## src/rtl/reloj_pkg.sv

```systemverilog
// reloj_pkg: mode/field constants, BCD limits and BCD increment helper for the digital clock
package reloj_pkg;
  localparam int MODO_RELOJ = 0;
  localparam int MODO_AJUSTE = 1;
  localparam int MODO_ALARMA0 = 2;
  typedef enum logic [1:0] {CAMPO_MIN, CAMPO_HOR, CAMPO_HAB} campo_t;
  localparam logic [7:0] BCD_MAX_MIN = 8'h59;
  localparam logic [7:0] BCD_MAX_HOR = 8'h23;
  function automatic logic [7:0] bcd_inc(input logic [7:0] value, input logic [7:0] max);
    return value == max ? 8'h00 : value[3:0] == 4'd9 ? {value[7:4] + 4'd1, 4'd0} : value + 8'd1;
  endfunction
endpackage

```

## src/rtl/contador_bcd_mod.sv

```systemverilog
// contador_bcd_mod: two-digit BCD counter wrapping at MAX, with clear and carry-out
module contador_bcd_mod import reloj_pkg::*; #(
  parameter int W = 7,
  parameter logic [7:0] MAX = BCD_MAX_MIN
) (
  input  logic         clk,
  input  logic         rst,
  input  logic         inc,
  input  logic         clr,
  output logic [W-1:0] q,
  output logic         carry
);
  assign carry = inc && q == W'(MAX);
  always_ff @(posedge clk)
    q <= rst || clr ? '0 : inc ? W'(bcd_inc(8'(q), MAX)) : q;
endmodule

```

## src/rtl/reloj_digital_param.sv

```systemverilog
// reloj_digital_param: 24 h BCD clock with NUM_ALARMS alarms and edit FSM; define RELOJ_SNOOZE_EN for snooze
module reloj_digital_param import reloj_pkg::*; #(
  parameter int CLK_HZ = 50_000_000,
  parameter int NUM_ALARMS = 2,
  parameter int SNOOZE_MIN = 5
) (
  input  logic                              clock,
  input  logic                              reset,
  input  logic                              impulsoModo,
  input  logic                              impulsoAumentar,
  input  logic                              impulsoDisplay,
  output logic [$clog2(NUM_ALARMS+2)-1:0]   modo,
  output logic [1:0]                        campo,
  output logic [5:0]                        horasVista,
  output logic [6:0]                        minutosVista,
  output logic [6:0]                        segundos,
  output logic [NUM_ALARMS-1:0]             habilitada,
  output logic [NUM_ALARMS-1:0]             sonando,
  output logic                              parpadeo
);
  localparam int MW = $clog2(NUM_ALARMS+2);
  localparam int PW = $clog2(CLK_HZ);
  localparam logic [MW-1:0] M_RELOJ = MW'(MODO_RELOJ);
  localparam logic [MW-1:0] M_AJ = MW'(MODO_AJUSTE);
  localparam logic [MW-1:0] M_ULT = MW'(NUM_ALARMS + 1);
  logic [PW-1:0] pres;
  logic [5:0] hor, nhor;
  logic [6:0] mn, nmin;
  logic [6:0] amin [NUM_ALARMS];
  logic [5:0] ahor [NUM_ALARMS];
  logic [NUM_ALARMS-1:0] match, hab_t, snz_set, unused_amin_c, unused_ahor_c;
  logic en_aj, aum, dsp, sil, tick, sec_c, min_c, unused_hor_c;
  assign en_aj = modo == M_AJ;
  assign aum = impulsoAumentar && !impulsoModo;
  assign dsp = impulsoDisplay && !impulsoModo;
  assign sil = aum && modo == M_RELOJ;
  assign tick = !en_aj && pres == PW'(CLK_HZ - 1);
  // match compares against the HH:MM the time is about to roll into
  assign nmin = 7'(bcd_inc(8'(mn), BCD_MAX_MIN));
  assign nhor = mn == 7'h59 ? 6'(bcd_inc(8'(hor), BCD_MAX_HOR)) : hor;
  always_ff @(posedge clock) begin
    pres <= reset || en_aj || pres == PW'(CLK_HZ - 1) ? '0 : pres + 1'b1;
    parpadeo <= reset ? 1'b0 : parpadeo ^ (!en_aj && (pres == PW'(CLK_HZ/2 - 1) || pres == PW'(CLK_HZ - 1)));
  end
  always_ff @(posedge clock) begin
    if (reset) begin
      modo <= M_RELOJ;
      campo <= CAMPO_MIN;
    end else if (impulsoModo) begin
      modo <= modo == M_ULT ? '0 : modo + 1'b1;
      campo <= CAMPO_MIN;
    end else if (dsp && en_aj)
      campo <= campo == CAMPO_MIN ? CAMPO_HOR : CAMPO_MIN;
    else if (dsp && modo > M_AJ)
      campo <= campo == CAMPO_HAB ? CAMPO_MIN : campo + 2'd1;
  end
  contador_bcd_mod #(.W(7), .MAX(BCD_MAX_MIN)) u_seg (
    .clk(clock), .rst(reset), .inc(tick), .clr(en_aj), .q(segundos), .carry(sec_c));
  contador_bcd_mod #(.W(7), .MAX(BCD_MAX_MIN)) u_min (
    .clk(clock), .rst(reset), .inc(sec_c || (en_aj && aum && campo == CAMPO_MIN)), .clr(1'b0),
    .q(mn), .carry(min_c));
  contador_bcd_mod #(.W(6), .MAX(BCD_MAX_HOR)) u_hor (
    .clk(clock), .rst(reset), .inc((sec_c && min_c) || (en_aj && aum && campo == CAMPO_HOR)), .clr(1'b0),
    .q(hor), .carry(unused_hor_c));
  for (genvar k = 0; k < NUM_ALARMS; k++) begin : g_al
    logic ed;
    assign ed = aum && modo == MW'(MODO_ALARMA0 + k);
    contador_bcd_mod #(.W(7), .MAX(BCD_MAX_MIN)) u_amin (
      .clk(clock), .rst(reset), .inc(ed && campo == CAMPO_MIN), .clr(1'b0),
      .q(amin[k]), .carry(unused_amin_c[k]));
    contador_bcd_mod #(.W(6), .MAX(BCD_MAX_HOR)) u_ahor (
      .clk(clock), .rst(reset), .inc(ed && campo == CAMPO_HOR), .clr(1'b0),
      .q(ahor[k]), .carry(unused_ahor_c[k]));
    assign hab_t[k] = ed && campo == CAMPO_HAB;
    assign match[k] = sec_c && habilitada[k] && nmin == amin[k] && nhor == ahor[k];
  end
`ifdef RELOJ_SNOOZE_EN
  logic [NUM_ALARMS-1:0] mask;
  logic [5:0] snz;
  assign snz_set = sec_c && snz == 6'd1 ? mask & habilitada : '0;
  always_ff @(posedge clock) begin
    if (reset) begin
      mask <= '0;
      snz <= '0;
    end else if (sil && |sonando) begin
      mask <= sonando;
      snz <= 6'(SNOOZE_MIN);
    end else begin
      snz <= sec_c && snz != '0 ? snz - 6'd1 : snz;
      mask <= sec_c && snz == 6'd1 ? '0 : mask & ~(hab_t & habilitada);
    end
  end
`else
  localparam int unused_snooze = SNOOZE_MIN;
  assign snz_set = '0;
`endif
  // minute rollover reloads sonando from fresh matches, so a ring lasts one minute
  always_ff @(posedge clock) begin
    habilitada <= reset ? '0 : habilitada ^ hab_t;
    sonando <= reset ? '0 : {NUM_ALARMS{!sil}} & ~(hab_t & habilitada) & (sec_c ? match | snz_set : sonando);
  end
  always_comb begin
    horasVista = hor;
    minutosVista = mn;
    for (int i = 0; i < NUM_ALARMS; i++)
      if (modo == MW'(MODO_ALARMA0 + i)) begin
        horasVista = ahor[i];
        minutosVista = amin[i];
      end
  end
endmodule

```

## config.mk

```make
export PLATFORM = sky130hd
export DESIGN_NAME = reloj_digital_param
export DESIGN_NICKNAME = d
export VERILOG_FILES = /design/src/rtl/reloj_pkg.sv /design/src/rtl/contador_bcd_mod.sv /design/src/rtl/reloj_digital_param.sv
export SDC_FILE = /design/constraint.sdc
export NUM_CORES = 1
export LEC_CHECK = 0
export ABC_AREA = 1
export CORE_AREA = 2 2 80 139
export CTS_CLUSTER_DIAMETER = 80
export DETAILED_ROUTE_END_ITERATION = 8
export DIE_AREA = 0 0 82 141
export PLACE_DENSITY = 0.73
export SLEW_MARGIN = 20
export SYNTH_ARGS = -nofsm -noshare
export SYNTH_HDL_FRONTEND = slang
export SYNTH_SLANG_ARGS = --single-unit
```

## constraint.sdc

```tcl
create_clock -name clock -period 2.4 [get_ports clock]
set_input_delay 0.36 -clock clock [delete_from_list [all_inputs] [get_ports clock]]
set_output_delay 0.36 -clock clock [all_outputs]
set_load 0.02 [all_outputs]
```

Word level (Yosys, flattened, before mapping)
Cells that the tools add are included.
{"block": "op_classes", "add_sub_neg": 17, "mul": 0, "div": 0, "order_cmp": 1, "eq_ne": 25, "shift": 0, "n_mux": 25, "bitwise": 6, "reduce_logical": 39}
{"cell": "7-bit two-way mux", "count": 10}
{"cell": "6-bit two-way mux", "count": 9}
{"cell": "7-bit by 1-bit adder with 7-bit output, second input constant", "count": 4}
{"cell": "4-bit == test, second input constant", "count": 7}
{"cell": "7-bit == test, second input constant", "count": 4}
{"cell": "1-bit logical AND", "count": 27}
{"cell": "26-bit by 1-bit adder with 26-bit output, second input constant", "count": 1}
{"cell": "26-bit by 25-bit == test with 1-bit output, second input constant", "count": 1}
{"cell": "26-bit == test, second input constant", "count": 1}
{"cell": "6-bit by 1-bit adder with 6-bit output, second input constant", "count": 3}
{"cell": "6-bit == test, second input constant", "count": 3}
{"cell": "7-bit == test", "count": 2}
{"cell": "3-bit by 1-bit adder with 3-bit output, second input constant", "count": 4}
{"cell": "6-bit == test", "count": 2}
{"cell": "2-bit by 1-bit adder with 2-bit output, second input constant", "count": 5}
{"cell": "2-bit two-way mux", "count": 5}
{"cell": "2-bit bitwise AND", "count": 3}
{"cell": "2-bit == test, second input constant", "count": 3}
{"cell": "1-bit logical OR", "count": 5}
{"cell": "2-bit by 1-bit == test with 1-bit output, second input constant", "count": 2}
{"cell": "2-bit zero test", "count": 2}
{"cell": "1-bit zero test", "count": 3}
{"cell": "2-bit by 1-bit > comparator with 1-bit output, second input constant", "count": 1}
{"cell": "2-bit inverter", "count": 1}
{"cell": "5 further kinds", "count": 5}
{"block": "totals", "regBits": 81, "latch_bits": 0, "ramBits": 0, "rom_bits": 0, "inputBits": 5, "output_inout_bits": 29, "wordCells": 126, "n_memories": 0}

Logic depth before layout (Yosys ltp)
{"block": "depth", "word_depth": 9, "ltp_mapped": 15, "mapped_depth_nobuf": 14}

Modules after synthesis
Synthesis repeated with hierarchy kept, for this count alone.
{"block": "hier_totals", "cells_unflattened": 957, "area_unflattened_um2": 6014.5}
{"mod": "reloj_digital_param", "n_inst": 1, "cells_per_inst": 537, "area_each_um2": 3125.5, "seq_area_each_um2": 700.7}
{"mod": "contador_bcd_mod (g_al[0].u_amin ...)", "n_inst": 4, "cells_per_inst": 60, "area_each_um2": 419.2, "seq_area_each_um2": 140.1}
{"mod": "contador_bcd_mod (g_al[0].u_ahor ...)", "n_inst": 3, "cells_per_inst": 60, "area_each_um2": 404.1, "seq_area_each_um2": 120.1}

Worst setup path before layout
No wires, ideal clock.
{"block": "synth_timing", "path_kind": "reg2out", "startpoint": "reg modo[0]", "endpoint": "out horasVista[5]", "arrival_ns": 1.604, "required_time_ns": 2.040, "path_slack_ns": 0.436, "path_stages_with_launch": 5, "n_path_buf": 1, "cell_sequence": "dfxtp_1 ha_1 clkinv_1 clkbuf_1 o21ai_0"}
{"block": "synth_between", "elab_chain_cells": 3, "word_cells_on_any_way": 4, "classes_between": "eq/ne: 2; mux: 2"}
{"item": "from (decl)", "line": "reloj_digital_param.sv:12", "rtl": "output logic [$clog2(NUM_ALARMS+2)-1:0] modo,"}
{"item": "from (signal assigned)", "line": "reloj_digital_param.sv:50", "rtl": "modo <= modo == M_ULT ? '0 : modo + 1'b1;"}
{"item": "2-bit == test", "line": "reloj_digital_param.sv:106", "rtl": "if (modo == MW'(MODO_ALARMA0 + i)) begin"}
{"item": "6-bit two-way mux", "line": "reloj_digital_param.sv:106"}
{"item": "6-bit two-way mux (*)", "line": "reloj_digital_param.sv:106"}
{"item": "to (decl)", "line": "reloj_digital_param.sv:14", "rtl": "output logic [5:0] horasVista,"}
Mark *: on every way between the ends. The rest lies on a longest branch, timed or not.

Final worst setup path
{"block": "layout_timing", "startpoint": "reg modo[0]", "endpoint": "out horasVista[4]"}
Same word-level chain as after synthesis.

==> impl_metrics.toml <==
[finish]
diodes = 0
final_nets = 908
syn_to_final_growth_pct = 14.66
drive_gt1_share_pct = 9.817
fin_area_um2 = 6409
final_cell_mix = "nand2_1 (171), inv_1 (113), dfxtp_1 (81)"
final_common_cell = "nand2_1"
nFillCells = 999

[clocking]
numCtsBuffers = 9
clock_latency_ns = 0.35
h-tree-depth = 3
clockBufferDepth = 2
clockRootBuffer = "clkbuf_16"
cts.reportedPaths.clkPinSlew_ns = 0.07
cts_tree = "yes"
cts.sinks = 81
postCtsHoldBufs = 0

[synth]
synth_cell_types = 55
syn_area_per_cell_um2 = 6.742
synthesis.area_um2 = 5589
synth_nets = 866
yosysSeqAreaShare_pct = 29.01
ys_seq_elements = 81
synth_area_leader_cell = "dfxtp_1"
synthDominantCellAreaShare_pct = 29.01
syn_inst = 829
synth_warnings = 0
synthTopCellsByArea = "dfxtp_1 (29%), nand2_1 (11%), inv_1 (7.7%), ha_1 (7.2%), nand3_1 (6.4%)"

[pwr]
p_leak_nw = 2.785
p_per_area_nw_per_um2 = 485.3
switchingPower_mw = 0.8170
seqPwrFrac_pct = 44.3
clock_power_share_pct = 46.1
switching_share_pct = 26.27
irDropWorstVdd_mv = 0.5605
p_int_mw = 2.293
combinationalPowerShare_pct = 9.5

[timing]
drv_slew = 0
slew_headroom_pct = 72.94
finalSetupTns_ns = 0
tightest_slew_ns = 0.4027
post-route-period-util_pct = 92.86
fin_worst_skew_ns = 0.01227
fmax_ghz = 0.4487
period_minus_slack_ns = 2.229
hold_viol = 0
rsz0062_at_grt = "no"
setup_viol = 0

[die]
fp-row-count = 50
die_x_um = 82
io_pins = 34
die_h_um = 141
initial_core_util_pct = 53.18
die-area_um2 = 11560
core_um2 = 10510

[detailed_routing]
drc = 0
via_per_inst = 5.516
dr.first_iter.drc_count = 297
firstDrtPassIters = 5
vias = 5549
drt-wirelength-per-cell_um = 14.35
wl_um = 14440
detail-route-antenna-nets = 0

[placed_design]
dp_hpwl_um = 11190
portBuffers = 33
place.gp.congestion = 0.9563
placed_cell_area_um2 = 6115

[global_route]
antenna_found_initial = 0
globalRouteTotalUtil_pct = 25.97
grt_pass1_wl_um = 23540
grt_max_degree = 28
grt-ovfl-total = 0
grt_pass1_vias = 5234

[setup_path]
cp-end-kind = "primary output"
worstPathArrival_ns = 1.87
critPathRequiredTime_ns = 2.04
critical_path_class = "flip-flop to primary output"
start_kind = "flip-flop"
cp_max_fo = 27
r2r_setup_slack_ns = 0.31

[min_path]
hold_class = "flip-flop to flip-flop"

[status]
outcome = "finished, final reports clean"

[flow_run]
cap_viol_max_count = 0
## worst max-delay path: stages, from the launching register on
cell,delay (ns)
dfxtp_1,0.42
inv_1,0.09
ha_1,0.23
buf_12,0.16
o211ai_1,0.16
o21ai_0,0.10
dlygate4sd2_1,0.34
## cell usage after synthesis, drive strengths merged
master   number
nor3b         4
a221oi        1
buf          12
or2           1
a22oi         2
xnor2         1
o21ai        62
nor4          4
o21a          6
nor2         91
a211oi        7
o211ai       14
clkinv        1
nor3         28
nand2       176
ha           32
inv         122
clkbuf        7
o21bai        2
o221ai        1
nand3        76
a21oi        59
a31oi         1
nand3b        1
a2bb2oi       2
nand4        19
and2          1
and3          1
o221a         2
xor2         12
dfxtp        81
## final timing paths
| kind | start | to | depth (start not counted) |
|---|---|---|---|
| max reg2reg | u_min.q[1]$_SDFFE_PP0P_ | sonando[1]$_SDFF_PP0_ | 12 |
| min reg2reg | pres[0]$_SDFF_PP0_ | pres[0]$_SDFF_PP0_ | 1 |
| min | pres[0]$_SDFF_PP0_ | pres[0]$_SDFF_PP0_ | 1 |
| max | modo[0]$_SDFFE_PP0P_ | horasVista[4] | 6 |
## kinds of logic after synthesis
family,synth area share [%]
AO/OA/AOI/OAI,16.77
XOR/XNOR,2.037
adder cells (fa/ha/maj),7.164
buffers and inverters,10.45
flip-flops,29.01
AND/OR/NAND/NOR,34.56
## metal layers
layer / track usage [%] / routed length, um / vias to the layer above
met5: 0 / 0 / -
met4: 14.91 / 711 / 0
met3: 3.521 / 557 / 52
met2: 47.20 / 7652 / 129
met1: 27.39 / 5515 / 2544
li1: - / - / 2824
## metrics by stage
step,setup slack [ns],hold WS [ns],total power [mW],cells,utilization [%]
3_5_place_dp,0.1849,0.4402,1.719,990,58.18
2_1_floorplan,0.4362,0.4179,1.599,829,-
3_3_place_gp,0.2088,0.4318,1.714,990,58.18
4_1_cts,0.1591,0.4565,3.131,1006,60.94
5_1_grt,0.01557,0.4701,3.222,1006,60.98
6_report,0.1714,0.4501,3.110,1006,60.98
## flip-flops by register name, indices dropped and copies added (netlist names)
name,flops
campo,2
g_al.u_ahor.q,12
g_al.u_amin.q,14
habilitada,2
modo,2
parpadeo,1
pres,26
sonando,2
u_hor.q,6
u_min.q,7
u_seg.q,7
## power by group through the flow
stage | sequential, mW | clock [mW] | combinational (mW)
after floorplan | 1.41 | 0 | 0.192
after global placement | 1.41 | 0 | 0.306
after detailed placement | 1.41 | 0 | 0.311
after CTS | 1.38 | 1.46 | 0.296
after global routing | 1.38 | 1.51 | 0.327
final | 1.38 | 1.44 | 0.297
## timing repair
action                                  4_1_cts  5_1_grt
endpoints found under the hold margin         0        0
endpoints found under the setup margin       13        1
setup buffers                                 0        0
resized for setup                            13        1
## area by class of cell
type	count	area, um2	share of cell area, %
Timing Repair Buffer	50	466.7	7.282
Clock buffer	9	225.2	3.514
Clock inverter	7	81.33	1.269
Tap cell	130	162.7	2.538
Sequential cell	81	1622	25.30
Inverter	123	467.9	7.302
Multi-Input combinational cell	606	3383	52.79
Power figures use the tool's default switching activity.
